<file path="config.mk">
export PLATFORM = sky130hd
export DESIGN_NAME = mandel_scan
export DESIGN_NICKNAME = d
export VERILOG_FILES = /design/src/rtl/mandel_scan.sv
export SDC_FILE = /design/constraint.sdc
export NUM_CORES = 1
export LEC_CHECK = 0
export CAP_MARGIN = 20
export CORE_ASPECT_RATIO = 0.8
export CORE_MARGIN = 2
export CORE_UTILIZATION = 33
export DETAILED_ROUTE_END_ITERATION = 6
export GPL_TIMING_DRIVEN = 0
export PLACE_DENSITY = 0.59
export REMOVE_ABC_BUFFERS = 1
export SLEW_MARGIN = 10
export SYNTH_ARGS = -nofsm -noshare
export SYNTH_HDL_FRONTEND = slang
export SYNTH_SLANG_ARGS = --single-unit
</file>
<file path="constraint.sdc">
create_clock -name clk -period 6.8 [get_ports clk]
set_clock_uncertainty 0.2 [all_clocks]
set_input_delay 1.02 -clock clk [delete_from_list [all_inputs] [get_ports clk]]
set_output_delay 1.02 -clock clk [all_outputs]
set_load 0.02 [all_outputs]
</file>
<file path="src/rtl/mandel_scan.sv">
// mandel_scan: raster scan sequencer for an external Mandelbrot iteration core.
// Walks every pixel of an H_RES x V_RES frame, issues the pixel coordinate to
// the core, waits for its result and writes it to a pixel sink with a
// ready/valid style handshake.
//
// Build option: define MANDEL_SCAN_COLOR_EN to emit RGB565 pixels (black for
// points that reached the iteration limit); otherwise the raw iteration count
// is written.
//
// state      | meaning
// -----------+------------------------------------------------------------
// S_IDLE     | no frame in progress, waiting for frame_start
// S_ISSUE    | core_start high for this single cycle
// S_WAIT_ACK | waiting for the core to drop idle (start accepted)
// S_WAIT_DONE| waiting for the core to return to idle (result valid)
// S_WRITE    | pix_we high, holding address/data until pix_ready
// S_ADVANCE  | step column/row and coordinates, finish frame on last pixel

module mandel_scan #(
  parameter int W     = 32,
  parameter int H_RES = 640,
  parameter int V_RES = 480,
  parameter int AW    = 19
) (
  input  logic          clk,
  input  logic          reset,
  input  logic          frame_start,
  input  logic [W-1:0]  cx0,
  input  logic [W-1:0]  cy0,
  input  logic [W-1:0]  dx,
  input  logic [W-1:0]  dy,
  input  logic [15:0]   max_it_in,
  output logic          busy,
  output logic          frame_done,
  output logic          core_start,
  output logic [W-1:0]  core_cx,
  output logic [W-1:0]  core_cy,
  output logic [15:0]   core_max_it,
  input  logic [15:0]   core_iter,
  input  logic          core_idle,
  output logic [AW-1:0] pix_addr,
  output logic [15:0]   pix_data,
  output logic          pix_we,
  input  logic          pix_ready
);

  localparam int CW = (H_RES > 1) ? $clog2(H_RES) : 1;
  localparam int RW = (V_RES > 1) ? $clog2(V_RES) : 1;

  typedef enum logic [2:0] {
    S_IDLE,
    S_ISSUE,
    S_WAIT_ACK,
    S_WAIT_DONE,
    S_WRITE,
    S_ADVANCE
  } state_t;

  state_t          state_q;
  logic [W-1:0]    cx0_q, dx_q, dy_q;
  logic [W-1:0]    core_cx_q, core_cy_q;
  logic [15:0]     core_max_it_q;
  logic [CW-1:0]   col_q;
  logic [RW-1:0]   row_q;
  logic [AW-1:0]   pix_addr_q;
  logic [15:0]     pix_data_q;
  logic            busy_q, frame_done_q, core_start_q, pix_we_q;

  logic [15:0]     pix_val_d;
  logic            col_last_d, last_pix_d;

  // Pixel format applied to the core result as it is captured.
  always_comb begin
`ifdef MANDEL_SCAN_COLOR_EN
    if (core_iter >= core_max_it_q) pix_val_d = 16'h0000;
    else                            pix_val_d = {core_iter[4:0], core_iter[5:0], core_iter[4:0]};
`else
    pix_val_d = core_iter;
`endif
  end

  // End-of-row and end-of-frame detection for the advance step.
  always_comb begin
    col_last_d = (col_q == CW'(H_RES - 1));
    last_pix_d = col_last_d && (row_q == RW'(V_RES - 1));
  end

  // Scan FSM with all outputs registered.
  always_ff @(posedge clk) begin
    if (reset) begin
      state_q       <= S_IDLE;
      busy_q        <= 1'b0;
      frame_done_q  <= 1'b0;
      core_start_q  <= 1'b0;
      pix_we_q      <= 1'b0;
      pix_addr_q    <= '0;
      pix_data_q    <= '0;
      core_cx_q     <= '0;
      core_cy_q     <= '0;
      core_max_it_q <= '0;
      col_q         <= '0;
      row_q         <= '0;
      cx0_q         <= '0;
      dx_q          <= '0;
      dy_q          <= '0;
    end else begin
      frame_done_q <= 1'b0;
      case (state_q)
        S_IDLE: begin
          if (frame_start) begin
            cx0_q         <= cx0;
            dx_q          <= dx;
            dy_q          <= dy;
            core_max_it_q <= max_it_in;
            core_cx_q     <= cx0;
            core_cy_q     <= cy0;
            col_q         <= '0;
            row_q         <= '0;
            pix_addr_q    <= '0;
            busy_q        <= 1'b1;
            core_start_q  <= 1'b1;
            state_q       <= S_ISSUE;
          end
        end
        S_ISSUE: begin
          core_start_q <= 1'b0;
          state_q      <= S_WAIT_ACK;
        end
        S_WAIT_ACK: begin
          // the core still reports idle in the cycle right after start
          if (!core_idle) state_q <= S_WAIT_DONE;
        end
        S_WAIT_DONE: begin
          if (core_idle) begin
            pix_data_q <= pix_val_d;
            pix_we_q   <= 1'b1;
            state_q    <= S_WRITE;
          end
        end
        S_WRITE: begin
          if (pix_ready) begin
            pix_we_q <= 1'b0;
            state_q  <= S_ADVANCE;
          end
        end
        S_ADVANCE: begin
          pix_addr_q <= pix_addr_q + AW'(1);
          if (col_last_d) begin
            col_q     <= '0;
            core_cx_q <= cx0_q;
            row_q     <= row_q + RW'(1);
            core_cy_q <= core_cy_q + dy_q;
          end else begin
            col_q     <= col_q + CW'(1);
            core_cx_q <= core_cx_q + dx_q;
          end
          if (last_pix_d) begin
            busy_q       <= 1'b0;
            frame_done_q <= 1'b1;
            state_q      <= S_IDLE;
          end else begin
            core_start_q <= 1'b1;
            state_q      <= S_ISSUE;
          end
        end
        default: state_q <= S_IDLE;
      endcase
    end
  end

  assign busy        = busy_q;
  assign frame_done  = frame_done_q;
  assign core_start  = core_start_q;
  assign core_cx     = core_cx_q;
  assign core_cy     = core_cy_q;
  assign core_max_it = core_max_it_q;
  assign pix_addr    = pix_addr_q;
  assign pix_data    = pix_data_q;
  assign pix_we      = pix_we_q;

endmodule
</file>
# Yosys cells after proc, flatten, opt, wreduce, memory -nomap -nowiden
# Index checks and enable logic that the tools add are counted.
[totals]
reg_bits = 237
latchBits = 0
ram_bits = 0
romBits = 0
in_bits = 165
out_inout_bits = 119
word_cells = 78
mem_count = 0
[op_classes]
n_addsub = 5
mul = 0
n_div = 0
order_cmp = 0
n_eq_ne = 14
shifts = 0
n_mux = 29
n_bitwise = 1
reduce_logical = 14
[op_table]
columns = ["cell", "count"]
rows = [
  ["32-bit two-way mux", 4],
  ["32-bit case mux with 2 select lines", 2],
  ["32-bit adder", 2],
  ["19-bit case mux with 2 select lines", 1],
  ["10-bit two-way mux", 2],
  ["10-bit case mux with 2 select lines", 1],
  ["19-bit by 1-bit adder with 19-bit output, second input constant", 1],
  ["19-bit two-way mux", 1],
  ["9-bit two-way mux", 2],
  ["3-bit case mux with 6 select lines", 1],
  ["9-bit case mux with 2 select lines", 1],
  ["2-bit != test, second input constant", 7],
  ["3-bit two-way mux", 4],
  ["3-bit AND reduction", 4],
  ["10-bit by 1-bit adder with 10-bit output, second input constant", 1],
  ["10-bit equality test, second input constant", 1],
  ["9-bit by 1-bit adder with 9-bit output, second input constant", 1],
  ["9-bit equality test, second input constant", 1],
  ["1-bit two-way mux", 7],
  ["3-bit by 2-bit equality test with 1-bit output, second input constant", 2],
  ["3-bit equality test, second input constant", 2],
  ["2-bit AND reduction", 3],
  ["1-bit case mux with 2 select lines", 2],
  ["4-bit AND reduction", 1],
  ["8 further kinds", 9],
]

# Depth between registers and ports, before layout
# Gate-level depths: netlist (run 1).
[logic_depth]
depth_word = 4
mapped_depth = 12

# Worst setup path before layout (run 1)
# No wires, ideal clock.
[synth_timing]
kind = "flip-flop to flip-flop"
startpoint = "register core_cx_q[0], in the netlist core_cx[0]"
endpoint = "register core_cx_q[28], in the netlist core_cx[28]"
arrival_time_ns = 2.925
t_required_ns = 6.530
slack_ns = 3.605
path_stages_with_launch = 12
period_less_slack_ns = 3.195
cell_sequence = "dfxtp_1 > ha_1 > fa_1 > a211oi_1 > o21bai_1 > o31ai_2 > o311ai_1 > o41ai_2 > o211ai_1 > o211ai_1 > mux2_1 > a21oi_1"
[synth_via]
elab_chain_len = 3
[synth_rtl]
columns = ["element", "line", "rtl"]
rows = [
  ["from (decl)", "61", "logic [W-1:0] core_cx_q, core_cy_q;"],
  ["from (signal assigned)", "150", "core_cx_q <= cx0_q;"],
  ["from (signal assigned)", "155", "core_cx_q <= core_cx_q + dx_q;"],
  ["32-bit adder", "155", ""],
  ["32-bit two-way mux", "148", "if (col_last_d) begin"],
  ["32-bit case mux with 2 select lines", "108", "case (state_q)"],
]
# Every way passes these cells.
# A chain may end at the register's enable or synchronous reset.

# Final worst setup path (run 1)
# Same ends and word-level chain as after synthesis.

==> results.sh, run 1 <==
export IMPL_slew_limit_headroom_pct=30.7
export IMPL_final_max_slew_viol_count=0
export IMPL_netlist_area_sq_um=12300
export IMPL_die_h_um=177
export IMPL_crit_top_cell="o211ai_1"
export IMPL_seq_area_frac_synth_pct=38.5
export IMPL_path_cells="ha_1 -> fa_1 -> a211oi_1 -> o21bai_1 -> o31ai_2 -> o311ai_1 -> o41ai_2 -> o211ai_1 -> o211ai_1 -> mux2_1 -> a21oi_1"
export IMPL_io_buffers=283
export IMPL_grt_pass1_wl_mm=60.3
export IMPL_wl_per_cell_um=16.5
export IMPL_dpl_hpwl_mm=27.0
export IMPL_cp_top_family="compound AO/OA/AOI/OAI gates"
export IMPL_status="completed"
export IMPL_num_rows=63
export IMPL_fmax_ghz=0.261
export IMPL_grt_setup_unrepaired="no"
export IMPL_gp_congestion=0.840
export IMPL_vias_per_cell=5.23
export IMPL_avgSynthCellArea_sq_um=7.74
export IMPL_antenna_found_initial=5
export IMPL_nets=2057
export IMPL_rr_worst_depth=11
export IMPL_fin_crit_ns=3.83
export IMPL_postCtsHoldBufs=0
export IMPL_syn_inst=1592
export IMPL_power_leakage_uw=0.00652
export IMPL_r2r_setup_slack_ns=2.97
export IMPL_worst_path_max_delay_cell="o41ai_2"
export IMPL_maxCapViolations=0
export IMPL_worst_setup_path_type="reg2reg"
export IMPL_postCtsResizedCells=0
export IMPL_drt_total_wl_mm=38.6
export IMPL_setup_viol=0
export IMPL_post_route_drc_count=0
export IMPL_worstPathMaxFanout=5
export IMPL_tightestPinTransition_ns=1.04
export IMPL_cts_reportedPaths_clkPinSlew_ns=0.06
export IMPL_route_vias_total=12200
export IMPL_track_usage_pct=19.0
export IMPL_clk_latency_ns=0.55
export IMPL_totalPowerFinal_uw=4470
export IMPL_numCtsBuffers=28
export IMPL_grt_overflow=0
export IMPL_cts_setup_buffers=0
export IMPL_ir_drop_uv=183
export IMPL_first_pass_iters=5
export IMPL_fin_ws_ns=2.97
export IMPL_hold_violations=0
export IMPL_hp_start="cx0_q[9]"
export IMPL_preCtsSetupSlack_ns=2.70
export IMPL_grt_max_degree=135
export IMPL_yosysWarnings=0
export IMPL_cp_arrival_ns=4.12
export IMPL_start_util_pct=33.4
export IMPL_die_area_sq_um=38900
export IMPL_ys_ff_latch=237
export IMPL_synthArstFlopShare_pct=0
export IMPL_clockRootBuffer="clkbuf_16"
export IMPL_drive_gt1_share_pct=5.25
export IMPL_synth_edf_count=0
export IMPL_cp_required_ns=7.08
export IMPL_clock_sinks=237
export IMPL_synth_main_ff_cell="dfxtp_1"
export IMPL_worstReg2RegStart="core_cx[0]"
export IMPL_antenna_left=0
export IMPL_nFillCells=3641
export IMPL_grt_pass1_vias=11500
export IMPL_worstSetupStartpointType="flip-flop"
export IMPL_power_density_nw_per_um2=266
export IMPL_hp_class="reg2reg"
export IMPL_r2r_end="core_cx[28]"
export IMPL_area_growth_pct=36.3
export IMPL_fin_crit_sh_pct=56.4
export IMPL_cts_tree="yes"
export IMPL_clk_path_buf_depth=3
export IMPL_crit_path_end_kind="flip-flop"
export IMPL_ys_types=71
export IMPL_io_pins=284
export IMPL_die_width_um=220
export IMPL_hold_end="cx0_q[9]"
export IMPL_hold_depth=2
export IMPL_cts_max_level=1
export IMPL_slowest_delay_ns=0.59
export IMPL_core_area_sq_um=36900
export IMPL_worstPathBufferInverterCount=0
export IMPL_dpl_cell_count=2281
export IMPL_drt_iter0_drc=752
export IMPL_instances_no_fill=2338
-- stage by stage --
stage	setup TNS, ns	utilization [%]	hold slack, ns	instance area, sq um
floorplan	0	-	0.226	12000
global placement	-468.04	41.8	0.239	15400
detailed placement	0	42.6	0.244	15700
CTS	0	45.4	0.252	16700
global route	0	45.5	0.270	16800
finish	0	45.5	0.247	16800
-- synthesized netlist by cell type (all sizes together), types with 3 or more instances --
cell type	instances	share of area (%)
buf	23	0.75
nor3b	3	0.18
o21a	6	0.38
xor2	27	1.9
or2	9	0.46
clkbuf	71	2.2
mux2i	9	0.73
inv	15	0.46
and3	21	1.1
a22oi	4	0.24
o211ai	9	0.55
xnor2	28	2.0
a31oi	13	0.66
dfxtp	237	39
o31a	3	0.21
nor2b	3	0.15
and4	3	0.21
a221oi	23	1.9
a211o	3	0.21
nor2	110	3.4
nor3	15	0.61
nand2b	6	0.30
a21oi	266	11
a311oi	25	1.8
o21bai	11	0.67
or3	8	0.41
a211oi	22	1.3
nand3	39	1.6
a21o	37	2.3
nand4	14	0.71
nand2	371	11
ha	65	6.6
o21ai	54	2.2
a31o	5	0.36
-- where the power goes --
part           switching, uW  internal (uW)
sequential               103           1530
clock                    625           1050
combinational            666            499
-- cells in the final DEF, fill, tap and decap left out, drive strengths merged, types with 3 or more instances in the layout --
cell type	instances
a21o	37
o21a	6
nand3	39
a211o	3
o21ai	54
buf	15
xor2	27
nand4	14
ha	65
o31a	3
nand2b	6
xnor2	28
and4	3
inv	16
mux2i	9
bufinv	5
a22oi	4
and3	21
clkinvlp	3
o21bai	11
o211ai	9
a31o	5
or3	8
a21oi	266
nand2	371
a221oi	23
a211oi	22
clkinv	6
nor2	110
dfxtp	237
clkdlybuf4s50	282
a311oi	25
clkbuf	37
or2	9
diode	4
nor3	15
nor3b	3
a31oi	13
nor2b	3
-- flip-flops by register name, summed over array words and instances, names as in the netlist, 3 cells and up --
signal,count
core_cx,32
core_max_it,16
state_q,3
row_q,9
col_q,10
pix_addr,19
dy_q,32
cx0_q,32
core_cy,32
pix_data,16
dx_q,32
-- kinds of logic after synthesis --
logic type	Yosys count	synth area share [%]
and+or+nand+nor	611	20.9
AOI/OAI and AO/OA	502	25.5
DFF	237	38.5
buffers and inverters	109	3.37
adders and majority gates	67	6.93
xor gates and xnor gates	55	3.91
muxes	11	0.914
-- tightest hold or removal path, stage by stage (launching register included) --
cell,delay (ns)
dfxtp_1,0.30
nand2_1,0.05
a21oi_1,0.05
-- routing by layer --
metal / part of all wire, % / up-vias / track usage [%]
met3: 6.7 / 48 / 4.31
met1: 47 / 5720 / 25.6
met2: 44 / 328 / 30.6
met5: 0.041 / - / 0
li1: - / 6121 / -
met4: 2.4 / 2 / 5.17
-- area by class of cell --
class	count	area (sq um)	area share [%]
diodes	4	10.0	0.0596
clock buffers	37	836	4.98
clock inverters	15	211	1.26
inverters	15	56.3	0.335
multi-input cells	1246	7200	42.9
flip-flops and latches	237	4740	28.3
well taps	487	609	3.63
repair buffers	297	3120	18.6
-- worst max path at each step --
stage | from | to | slack (ns) | cells past startpoint
3_3_place_gp | frame_start | core_cy[23] | -4.23 | 5
2_1_floorplan | frame_start | row_q[7] | 0.17 | 6
6_report | core_cx[0] | core_cx[28] | 2.97 | 11
5_1_grt | core_cx[0] | core_cx[28] | 2.70 | 11
4_1_cts | col_q[0] | row_q[8] | 2.70 | 9
3_5_place_dp | col_q[0] | row_q[8] | 2.70 | 9
Power figures use the tool's default switching activity.
==> run 2, diff against run 1 <==
--- a/config.mk
+++ b/config.mk
@@ -11,7 +11,7 @@
 export CORE_UTILIZATION = 33
 export DETAILED_ROUTE_END_ITERATION = 6
 export GPL_TIMING_DRIVEN = 0
-export PLACE_DENSITY = 0.59
+export PLACE_DENSITY = 0.61
 export REMOVE_ABC_BUFFERS = 1
 export SLEW_MARGIN = 10
 export SYNTH_ARGS = -nofsm -noshare
==> constraint.sdc (replaced) <==
create_clock -name clk -period 3.5 [get_ports clk]
set_clock_uncertainty 0.2 [all_clocks]
set_input_delay 0.525 -clock clk [delete_from_list [all_inputs] [get_ports clk]]
set_output_delay 0.525 -clock clk [all_outputs]
set_load 0.02 [all_outputs]
==> results.sh, run 2 (synthesis gave the netlist of run 1 again) <==
export IMPL_status="completed"
export IMPL_worst_setup_path_type="reg2reg"
export IMPL_clockRootBuffer="clkbuf_16"
export IMPL_route_vias_total=12300
export IMPL_clock_sinks=237
export IMPL_area_growth_pct=37.1
export IMPL_gp_congestion=0.864
export IMPL_antenna_left=0
export IMPL_start_util_pct=33.4
export IMPL_first_pass_iters=5
export IMPL_fin_ws_ns=0.160
export IMPL_cp_required_ns=3.80
export IMPL_post_route_drc_count=0
export IMPL_antenna_found_initial=5
export IMPL_crit_top_cell="o211ai_1"
export IMPL_finalSetupTns_ns=0
export IMPL_postCtsHoldBufs=0
export IMPL_die_area_sq_um=38900
export IMPL_worst_path_max_delay_cell="fa_2"
export IMPL_grt_max_degree=127
export IMPL_cts_tree="yes"
export IMPL_vias_per_cell=5.23
export IMPL_preCtsSetupSlack_ns=-0.294
export IMPL_die_width_um=220
export IMPL_fmax_ghz=0.299
export IMPL_power_leakage_uw=0.00657
export IMPL_clk_latency_ns=0.57
export IMPL_cts_reportedPaths_clkPinSlew_ns=0.06
export IMPL_nets=2072
export IMPL_core_area_sq_um=36900
export IMPL_maxCapViolations=0
export IMPL_slowest_delay_ns=0.41
export IMPL_numCtsBuffers=29
export IMPL_drt_iter0_drc=734
export IMPL_setup_viol=0
export IMPL_worstSetupStartpointType="flip-flop"
export IMPL_fin_crit_sh_pct=95.4
export IMPL_instances_no_fill=2352
export IMPL_dpl_hpwl_mm=27.2
export IMPL_cp_arrival_ns=3.64
export IMPL_clk_path_buf_depth=3
export IMPL_hp_class="in2reg"
export IMPL_fin_crit_ns=3.34
export IMPL_io_pins=284
export IMPL_cts_max_level=1
export IMPL_ir_drop_uv=299
export IMPL_slew_limit_headroom_pct=29.7
export IMPL_hold_violations=0
export IMPL_power_density_nw_per_um2=504
export IMPL_crit_path_end_kind="flip-flop"
export IMPL_dpl_cell_count=2282
export IMPL_grt_pass1_vias=11900
export IMPL_final_cell_mix="nand2_1 (369), clkdlybuf4s50_1 (282), a21oi_1 (263), dfxtp_1 (237), nor2_1 (106)"
export IMPL_final_util_pct=45.8
export IMPL_final_max_slew_viol_count=0
export IMPL_path_cells="ha_1 -> fa_2 -> a211oi_4 -> o21bai_2 -> o31ai_4 -> o311ai_2 -> o41ai_4 -> buf_4 -> o211ai_1 -> o211ai_1 -> mux2_1 -> a21oi_1"
export IMPL_tightestPinTransition_ns=1.05
export IMPL_final_common_cell="nand2_1"
export IMPL_die_h_um=177
export IMPL_drive_gt1_share_pct=6.23
export IMPL_worstPathMaxFanout=5
export IMPL_wl_per_cell_um=16.9
export IMPL_totalPowerFinal_uw=8520
export IMPL_drt_total_wl_mm=39.7
export IMPL_track_usage_pct=19.3
export IMPL_num_rows=63
export IMPL_io_buffers=283
export IMPL_grt_pass1_wl_mm=61.5
export IMPL_nFillCells=3645
export IMPL_grt_overflow=0
-- run 2: cell type report --
type	count	area [sq um]	share of cell area [%]
inverter	15	60.1	0.356
clock buffer	47	913	5.41
timing repair buffer	309	3200	19.0
clock inverter	7	63.8	0.378
tap	487	609	3.61
multi-input combinational	1248	7290	43.1
antenna	2	5.00	0.0296
sequential	237	4740	28.1
-- run 2: metrics by stage --
stage	hold WS (ns)	area, sq um
after global routing	0.266	16900
after detailed placement	0.245	15700
after global placement	0.239	15400
final	0.248	16900
after floorplan	0.226	12000
after CTS	0.236	16700
-- run 2: final timing paths --
| path | start | end | slack, ns | cells after the start |
|---|---|---|---|---|
| worst min-delay path | reset | pix_addr[15] | 0.25 | 2 |
| worst min register to register | cx0_q[3] | cx0_q[3] | 0.25 | 2 |
| worst max-delay path | core_cx[0] | core_cx[28] | 0.16 | 12 |
| worst max register to register | core_cx[0] | core_cx[28] | 0.16 | 12 |
-- run 2: layer usage --
layer	up-vias	part of all wire, %	track usage, %
li1	6155	-	-
met1	5783	46	25.7
met2	301	45	31.6
met3	66	6.5	4.16
met4	4	2.5	5.09
met5	-	0.058	0
-- run 2: power breakdown --
part / internal [uW] / switching (uW)
combinational: 981 / 1330
sequential: 2970 / 202
clock: 1840 / 1190
-- run 2: worst max-delay path, delay by kind of cell (launching register included) --
family,cells,cell delay [ns]
fa+ha+maj,2,0.67
mux,1,0.34
flops,1,0.33
compound gates,8,1.55
buf+inv,1,0.19
-- run 2: timing repair --
item                       4_1_cts  5_1_grt
pin swaps                        1        6
setup buffers                    1       10
gates cloned                     0        2
gates resized for setup          5        9
setup endpoints to repair       28       17
==> run 3, diff against run 2 <==
--- a/config.mk
+++ b/config.mk
@@ -10,8 +10,9 @@
 export CORE_MARGIN = 2
 export CORE_UTILIZATION = 33
 export DETAILED_ROUTE_END_ITERATION = 6
+export GPL_ROUTABILITY_DRIVEN = 0
 export GPL_TIMING_DRIVEN = 0
-export PLACE_DENSITY = 0.61
+export PLACE_DENSITY = 0.59
 export REMOVE_ABC_BUFFERS = 1
 export SLEW_MARGIN = 10
 export SYNTH_ARGS = -nofsm -noshare
==> constraint.sdc (replaced) <==
create_clock -name clk -period 3.85 [get_ports clk]
set_clock_uncertainty 0.2 [all_clocks]
set_input_delay 0.5775 -clock clk [delete_from_list [all_inputs] [get_ports clk]]
set_output_delay 0.5775 -clock clk [all_outputs]
set_load 0.02 [all_outputs]
==> results.sh, run 3 (synthesis gave the netlist of run 1 again) <==
export IMPL_slowest_delay_ns=0.58
export IMPL_cp_arrival_ns=3.92
export IMPL_fin_crit_sh_pct=94.5
export IMPL_clk_latency_ns=0.55
export IMPL_hp_class="reg2reg"
export IMPL_worstPathBufferInverterCount=0
export IMPL_cp_required_ns=4.13
export IMPL_slew_limit_headroom_pct=29.1
export IMPL_grt_pass1_vias=11500
export IMPL_grt_pass1_wl_mm=60.3
export IMPL_instances_no_fill=2338
export IMPL_clock_sinks=237
export IMPL_io_buffers=283
export IMPL_final_util_pct=45.5
export IMPL_drive_gt1_share_pct=5.31
export IMPL_power_density_nw_per_um2=471
export IMPL_vias_per_cell=5.22
export IMPL_antenna_left=0
export IMPL_worst_setup_path_type="reg2reg"
export IMPL_ir_drop_uv=322
export IMPL_tightestPinTransition_ns=1.06
export IMPL_cts_max_level=1
export IMPL_dpl_hpwl_mm=27.0
export IMPL_dpl_instance_area_sq_um=15700
export IMPL_num_rows=63
export IMPL_core_area_sq_um=36900
export IMPL_nets=2057
export IMPL_drt_iter0_drc=790
export IMPL_final_cell_mix="nand2_1 (370), clkdlybuf4s50_1 (282), a21oi_1 (263), dfxtp_1 (237), nor2_1 (107)"
export IMPL_stdcell_area_sq_um=16800
export IMPL_antenna_found_initial=5
export IMPL_drt_total_wl_mm=38.6
export IMPL_area_growth_pct=36.3
export IMPL_nFillCells=3645
export IMPL_clockRootBuffer="clkbuf_16"
export IMPL_setup_viol=0
export IMPL_io_pins=284
export IMPL_worstPathMaxFanout=23
export IMPL_r2r_setup_slack_ns=0.21
export IMPL_path_cells="ha_1 -> and3_1 -> and3_1 -> and4_1 -> nand2_2 -> nand2_1 -> nand4_1 -> or3_1 -> a21oi_1"
export IMPL_status="completed"
export IMPL_maxCapViolations=0
export IMPL_clk_path_buf_depth=3
export IMPL_die_area_sq_um=38900
export IMPL_worst_path_max_delay_cell="nand2_1"
export IMPL_crit_path_end_kind="flip-flop"
export IMPL_dpl_cell_count=2281
export IMPL_final_common_cell="nand2_1"
export IMPL_start_util_pct=33.4
export IMPL_totalPowerFinal_uw=7900
export IMPL_die_width_um=220
export IMPL_crit_top_cell="and3_1"
export IMPL_grt_overflow=0
export IMPL_wl_per_cell_um=16.5
export IMPL_grt_max_degree=135
export IMPL_cp_top_family="simple AND/OR/NAND/NOR gates"
export IMPL_cts_reportedPaths_clkPinSlew_ns=0.06
export IMPL_route_vias_total=12200
export IMPL_numCtsBuffers=28
export IMPL_cts_tree="yes"
export IMPL_hold_violations=0
export IMPL_power_leakage_uw=0.00652
export IMPL_final_max_slew_viol_count=0
export IMPL_die_h_um=177
export IMPL_fin_crit_ns=3.64
export IMPL_track_usage_pct=19.0
export IMPL_worstSetupStartpointType="flip-flop"
export IMPL_fmax_ghz=0.275
export IMPL_post_route_drc_count=0
export IMPL_grt_setup_unrepaired="no"
export IMPL_first_pass_iters=5
-- run 3: metal layers --
metal | vias to the layer above | routed length (um) | GRT usage [%] | part of all wire, %
met2 | 302 | 17100 | 30.6 | 44
met1 | 5726 | 18000 | 25.6 | 47
met5 | - | 16 | 0 | 0.041
met4 | 2 | 942 | 5.17 | 2.4
met3 | 48 | 2550 | 4.31 | 6.6
li1 | 6123 | - | - | -
-- run 3: repair_timing --
item,4_1_cts,5_1_grt
setup buffers,0,1
endpoints found under the setup margin,20,5
pin swaps,0,1
resized for setup,1,2
hold buffers,0,0
-- run 3: area by class of cell --
cell class                 count  area [sq um]  share of cell area (%)
multi-input combinational   1246          7220                    43.0
clock inverter                15           211                    1.26
inverter                      15          56.3                   0.335
clock buffer                  37           836                    4.98
sequential                   237          4740                    28.3
tap                          487           609                    3.63
antenna                        4          10.0                  0.0596
timing repair buffer         297          3100                    18.5
-- run 3: metrics by stage --
step | hold slack [ns] | setup TNS (ns) | setup WS (ns)
2_1_floorplan | 0.226 | -130.59 | -2.34
3_3_place_gp | 0.239 | -1062.35 | -6.73
3_5_place_dp | 0.244 | -1.84 | -0.245
4_1_cts | 0.252 | 0 | 0.0476
5_1_grt | 0.270 | 0 | 0.0226
6_report | 0.248 | 0 | 0.212
-- run 3: worst reg2reg max path, stage by stage (launching register included) --
cell,delay [ns]
dfxtp_1,0.37
ha_1,0.19
and3_1,0.21
and3_1,0.28
and4_1,0.51
nand2_2,0.50
nand2_1,0.59
nand4_1,0.23
or3_1,0.35
a21oi_1,0.14
-- run 3: power by group --
part	switching, uW	internal (uW)	leakage [uW]
clock	1110	1860	0.000514
combinational	1180	882	0.00407
sequential	181	2700	0.00194
total	2460	5440	0.00652
-- run 3: path summary, 6_finish.rpt --
check / from / end / cells after the start
hold / removal: cx0_q[9] / cx0_q[9] / 2
setup reg to reg: col_q[0] / row_q[8] / 9
hold reg to reg: cx0_q[9] / cx0_q[9] / 2
setup / recovery: col_q[0] / row_q[8] / 9
